<file path="src/rtl/mcp_pkg.sv">
// Shared types and sizing helpers for the MCP bus sender.
package mcp_pkg;

   // Launch FSM: idle, enable-high window, enable-low spacing window.
   typedef enum logic [1:0] {
      IDLE = 2'd0,
      SEND = 2'd1,
      GAP  = 2'd2
   } state_t;

   function automatic int max2(input int a, input int b);
      return (a > b) ? a : b;
   endfunction

   // The counter must hold the largest reload value (count-1), so
   // sizing to max+1 leaves headroom and still works for 1-cycle windows.
   function automatic int cnt_w(input int hold, input int gap);
      return $clog2(max2(hold, gap) + 1);
   endfunction

endpackage

</file>
<file path="src/rtl/mcp_pending_buf.sv">
// Single-entry holding register. It parks one word that arrives while a
// transfer is already on the bus.
module mcp_pending_buf
   import mcp_pkg::*;
#(
   parameter int WIDTH = 8
) (
   input  logic             clk,
   input  logic             rst,
   input  logic             wr,
   input  logic [WIDTH-1:0] wr_data,
   input  logic             rd,
   output logic             full,
   output logic [WIDTH-1:0] data
);

   logic             valid_reg;
   logic [WIDTH-1:0] data_reg;

   // A read empties the slot and a write fills it. The owner never
   // raises both in one cycle, because a write needs an empty slot and
   // a read needs a full one.
   always_ff @(posedge clk or posedge rst) begin
      if (rst) begin
         valid_reg <= 1'b0;
         data_reg  <= '0;
      end else begin
         if (rd) begin
            valid_reg <= 1'b0;
         end
         if (wr) begin
            valid_reg <= 1'b1;
            data_reg  <= wr_data;
         end
      end
   end

   assign full = valid_reg;
   assign data = data_reg;

endmodule

</file>
<file path="src/rtl/mcp_bus_sender.sv">
// Source-domain launch stage of the MCP bus synchroniser. It holds the
// bus stable while the enable is high for HOLD_CYCLES. It then keeps the
// enable low for at least GAP_CYCLES. One extra word can be queued.
module mcp_bus_sender
   import mcp_pkg::*;
#(
   parameter int BUS_WIDTH   = 8,
   parameter int HOLD_CYCLES = 4,
   parameter int GAP_CYCLES  = 4
) (
   input  logic                 i_CLK,
   input  logic                 i_RST,
   input  logic [BUS_WIDTH-1:0] i_data,
   input  logic                 i_valid,
   output logic                 o_ready,
   output logic [BUS_WIDTH-1:0] o_unsync_bus,
   output logic                 o_bus_enable,
   output logic                 o_busy
);

   localparam int CW = cnt_w(HOLD_CYCLES, GAP_CYCLES);
   localparam logic [CW-1:0] HOLD_LOAD = CW'(HOLD_CYCLES - 1);
   localparam logic [CW-1:0] GAP_LOAD  = CW'(GAP_CYCLES - 1);

   state_t               state;
   logic [CW-1:0]        counter;
   logic [BUS_WIDTH-1:0] bus_reg;
   logic                 enable_reg;

   logic                 handshake;
   logic                 count_done;
   logic                 pend_wr;
   logic                 pend_rd;
   logic                 pend_full;
   logic [BUS_WIDTH-1:0] pend_data;

   assign handshake  = i_valid && o_ready;
   assign count_done = (counter == '0);

   // A word accepted while a window is running goes to the pending slot.
   // The exception is the last GAP cycle: that word goes straight onto
   // the bus, so the gap stays exactly GAP_CYCLES long.
   assign pend_wr = handshake &&
                    ((state == SEND) || ((state == GAP) && !count_done));
   assign pend_rd = (state == GAP) && count_done && pend_full;

   mcp_pending_buf #(
      .WIDTH (BUS_WIDTH)
   ) u_pending (
      .clk     (i_CLK),
      .rst     (i_RST),
      .wr      (pend_wr),
      .wr_data (i_data),
      .rd      (pend_rd),
      .full    (pend_full),
      .data    (pend_data)
   );

   // Launch FSM: it loads the bus and raises the enable together, then
   // times the high and low windows with one down-counter.
   always_ff @(posedge i_CLK or posedge i_RST) begin
      if (i_RST) begin
         state      <= IDLE;
         counter    <= '0;
         bus_reg    <= '0;
         enable_reg <= 1'b0;
      end else begin
         case (state)
            IDLE: begin
               if (handshake) begin
                  bus_reg    <= i_data;
                  enable_reg <= 1'b1;
                  counter    <= HOLD_LOAD;
                  state      <= SEND;
               end
            end

            SEND: begin
               if (count_done) begin
                  enable_reg <= 1'b0;
                  counter    <= GAP_LOAD;
                  state      <= GAP;
               end else begin
                  counter <= counter - 1'b1;
               end
            end

            GAP: begin
               if (count_done) begin
                  if (pend_full) begin
                     // The queued word has priority; ready is low while the slot is full.
                     bus_reg    <= pend_data;
                     enable_reg <= 1'b1;
                     counter    <= HOLD_LOAD;
                     state      <= SEND;
                  end else if (handshake) begin
                     bus_reg    <= i_data;
                     enable_reg <= 1'b1;
                     counter    <= HOLD_LOAD;
                     state      <= SEND;
                  end else begin
                     state <= IDLE;
                  end
               end else begin
                  counter <= counter - 1'b1;
               end
            end

            default: begin
               state      <= IDLE;
               counter    <= '0;
               enable_reg <= 1'b0;
            end
         endcase
      end
   end

   assign o_ready      = !pend_full;
   assign o_unsync_bus = bus_reg;
   assign o_bus_enable = enable_reg;
   assign o_busy       = (state != IDLE) || pend_full;

endmodule

</file>
<file path="config.mk">
export PLATFORM = sky130hd
export DESIGN_NAME = mcp_bus_sender
export DESIGN_NICKNAME = d
export VERILOG_FILES = /design/src/rtl/mcp_pkg.sv /design/src/rtl/mcp_pending_buf.sv /design/src/rtl/mcp_bus_sender.sv
export SDC_FILE = /design/constraint.sdc
export NUM_CORES = 1
export LEC_CHECK = 0
export CAP_MARGIN = 0
export CORE_ASPECT_RATIO = 1.75
export CORE_MARGIN = 2
export CORE_UTILIZATION = 42
export DETAILED_ROUTE_END_ITERATION = 10
export DONT_BUFFER_PORTS = 1
export PLACE_DENSITY_LB_ADDON = 0.12
export SYNTH_ARGS = -nofsm -noshare
export SYNTH_HDL_FRONTEND = slang
export SYNTH_HIERARCHICAL = 1
export SYNTH_SLANG_ARGS = --single-unit
</file>
<file path="constraint.sdc">
create_clock -name i_CLK -period 2.16 [get_ports i_CLK]
set_clock_uncertainty 0.1 [all_clocks]
set_input_delay 0.324 -clock i_CLK [delete_from_list [all_inputs] [get_ports i_CLK]]
set_output_delay 0.324 -clock i_CLK [all_outputs]
set_load 0.03 [all_outputs]
</file>
==> results.md, run 1 <==
* Synth warnings at 6
* R2r startpoint: counter[0]
* Period minus WS final at 1.86 ns
* Utilization after layout at 47.4%
* Critical Path RT at 1.74 ns
* # setup viols final at 0
* Arr. time, crit path at 1.44 ns
* Multiplexer share of the synthesized area at 11.5%
* Drt pass-1 iters at 4
* Reg-to-reg slack, setup at 0.35 ns
* CTS H-Tree Depth at 1
* Nets@finish at 124
* DR iter-0 viols at 18
* Critical path's largest stage delay at 0.46 ns
* Largest net degree at the start of global routing at 16
* Fmax achieved at 537 MHz
* HP Class: in -> reg
* Antenna Nets Post-Route at 0
* Crit path cell chain: inv_1 -> nand2_1
* Skew-Pair Late Insertion Delay at 0.27 ns
* Die W at 44.7 um
* CTS max path bufs at 2
* Initial antenna violation count at 0
* XOR/XNOR Fraction of Synth Area at 0%
* Placed Area at 0.00123 mm2
* Register share of total power at 45.8%
* Worst Setup EP: o_busy
* Post-CTS setup buffers at 0
* IO Port Bufs at 0
* Sequential-to-total area share from yosys stat at 47.4%
* Synth top area share at 47.4%
* Unique masters post-synth at 32
* Die Y-Extent at 75.2 um
* Clock root buffer: clkbuf_8
* Final Cycle Share at 86.2%
* Starting density of the core at 44.6%
* Via count at 844
* Crit. End Element: output pin
* Synth top area cells: dfrtp_1 47%, mux2_4 9.9%, inv_1 3.1%
* Drt total wl at 2530 um
* Vias in the first global route at 844
* Kind of critical path: reg -> out
* Mapped cell area at 0.00121 mm2
* Pwr Density at 1700 mW/mm2
* First-pass GRT wire length at 4170 um
* Commonest cells after routing, fill and taps aside: 23 x dfrtp_1, 10 x inv_1, 8 x mux2_4, 7 x nor2_1
* CP startpoint kind: flop
* Compound-cell area share of the yosys netlist at 21.5%
* Total GRT Usage at 17.1%
* Clock power frac at 12.3%
* Crit path launch: u_pending/full
* N_diodes at 0
* Hold path start: i_data[4]
* Slowest-stage cell, CP: dfrtp_1
* # rows at 25
* Clk slew on worst S/H paths at 0.08 ns
* Largest family of logic cells by synthesized area: compound AO/OA/AOI/OAI gates
* Final hold violations at 0
* Synth Area in Adders at 2.06%
* Cells after Synth at 108
* Clock tree sinks at 23
* Yosys reg bits at 23
* Gate power share at 41.9%
* FF+latch area at 576 um2
* Fin area at 0.00129 mm2
* P_sw at 961 uW
* DRC Markers at 0
* Post-Synth Simple-Gate Area at 11.4%
* Static Leak at 0.000559 uW
* Cell depth of the worst flop-to-flop path at 7
* Dpl hpwl at 1900 um
* TritonCTS Buffers at 3
* Vias/cell at 6.16
* Sw Ratio at 43.8%
* RSZ-0062 raised after global routing: false
* Worst Tran Pin Value at 0.569 ns
* Final Wtd Congestion at 0.848
* Core area at 0.00272 mm2
* GR Overflow Total at 0
* Most common cell after layout, fill and taps aside: dfrtp_1
* Maximum VDD drop at 811 uV
* Io pins at 22
* Maxcap violations at 0
* Biggest area consumer among synthesized cells: dfrtp_1
* R2r endpoint: u_pending/data[5]
* Area of the multi-input gates at 566 um2
* Fillers at 255
* Die ar. at 0.00336 mm2
* Status: complete, no violations
* Critical-path maximum fanout at 8
* Cell Int Power at 1240 uW
* Slew HR at 62.0%
* Post-Route Setup TNS at 0 ns
* Synth-to-layout area growth at 6.28%
* Synthesized area per cell at 11.2 um2
* CTS tree: yes
* Detailed-route wire length per cell at 18.5 um
* Share of cells above drive strength 1 at 16.4%
* Syn nets at 121
* Max Slew Vio Count at 0
[worst max-delay path, delay by kind of cell, from the launching register on]
family,cells,cell delay (ns)
flip-flops,1,0.46
buffers and inverters,1,0.39
AND/OR/NAND/NOR,1,0.32
[power by group through the flow]
| stage | clock network [uW] | registers, uW | logic (uW) |
|---|---|---|---|
| after global placement | 0 | 1020 | 909 |
| after CTS | 279 | 1010 | 925 |
| final | 270 | 1010 | 921 |
| after detailed placement | 0 | 1020 | 922 |
| after global routing | 291 | 1040 | 1030 |
| after floorplan | 0 | 916 | 829 |
[synth_stat cells]
master,instances
dfrtp_1,23
inv_1,10
mux2_4,8
nor2_1,7
buf_2,5
a2bb2oi_1,4
a32oi_1,4
nand2b_1,4
o21ai_0,4
o22a_1,4
o32ai_1,4
a21o_1,3
nor2b_1,3
a21oi_1,2
ha_1,2
mux2i_1,2
nand3_1,2
nand3b_1,2
o22ai_1,2
a211oi_4,1
a21o_2,1
a221o_1,1
a221oi_1,1
a311oi_1,1
and2_0,1
and3_1,1
buf_6,1
nand2_1,1
nor3_1,1
nor3b_1,1
nor4b_1,1
or2_2,1
[worst min-delay path by stage]
| stage | endpoint | depth (start not counted) |
|---|---|---|
| detailed placement | u_pending/data[7] | 1 |
| finish | u_pending/data[4] | 1 |
| CTS | u_pending/data[4] | 1 |
| global placement | u_pending/data[7] | 1 |
| global route | u_pending/data[2] | 1 |
| floorplan | u_pending/data[0] | 1 |
[layout make-up]
cell class              instances  area share [%]
flip-flops and latches         23            44.6
clock inverters                 1           0.388
repair buffers                  4            2.52
clock buffers                   3            3.20
inverters                      10            2.91
well taps                      27            2.62
multi-input cells              69            43.8
[metrics by stage]
step           setup WS [ns]  cells  hold WS [ns]  total power, uW
2_1_floorplan          0.236    108        0.0519             1750
3_3_place_gp           0.382    132        0.0862             1930
3_5_place_dp           0.365    132        0.0892             1940
4_1_cts                0.287    137        0.0930             2210
5_1_grt                0.214    137        0.0912             2360
6_report               0.298    137         0.100             2200
[per-layer routing]
layer | track usage [%] | part of all wire [%] | vias to the layer above
met5 | 0 | 0 | -
met4 | 7.07 | 1.4 | 0
met3 | 3.12 | 3.0 | 4
met2 | 28.5 | 54 | 15
met1 | 21.4 | 41 | 423
li1 | - | - | 402
[kinds of logic (layout without fill, tap and decap cells)]
logic type / count (synthesis) / after routing
AO/OA/AOI/OAI: 32 / 32
AND/OR/NAND/NOR: 25 / 25
flip-flops: 23 / 23
buffers and inverters: 16 / 18
multiplexers: 10 / 10
adder cells (fa/ha/maj): 2 / 2
[timing repair]
item / CTS / global route
hold buffers: 1 / 0
resized for setup: 0 / 0
hold endpoints to repair: 23 / 0
Note: power is estimated with default switching activity, not from simulation.
==> run 2, diff against run 1 <==
--- a/config.mk
+++ b/config.mk
@@ -12,6 +12,7 @@
 export DETAILED_ROUTE_END_ITERATION = 10
 export DONT_BUFFER_PORTS = 1
 export PLACE_DENSITY_LB_ADDON = 0.12
+export SLEW_MARGIN = 5
 export SYNTH_ARGS = -nofsm -noshare
 export SYNTH_HDL_FRONTEND = slang
 export SYNTH_HIERARCHICAL = 1
==> results of run 2 <==
No change in the layout: final DEF, timing and power equal those of run 1.
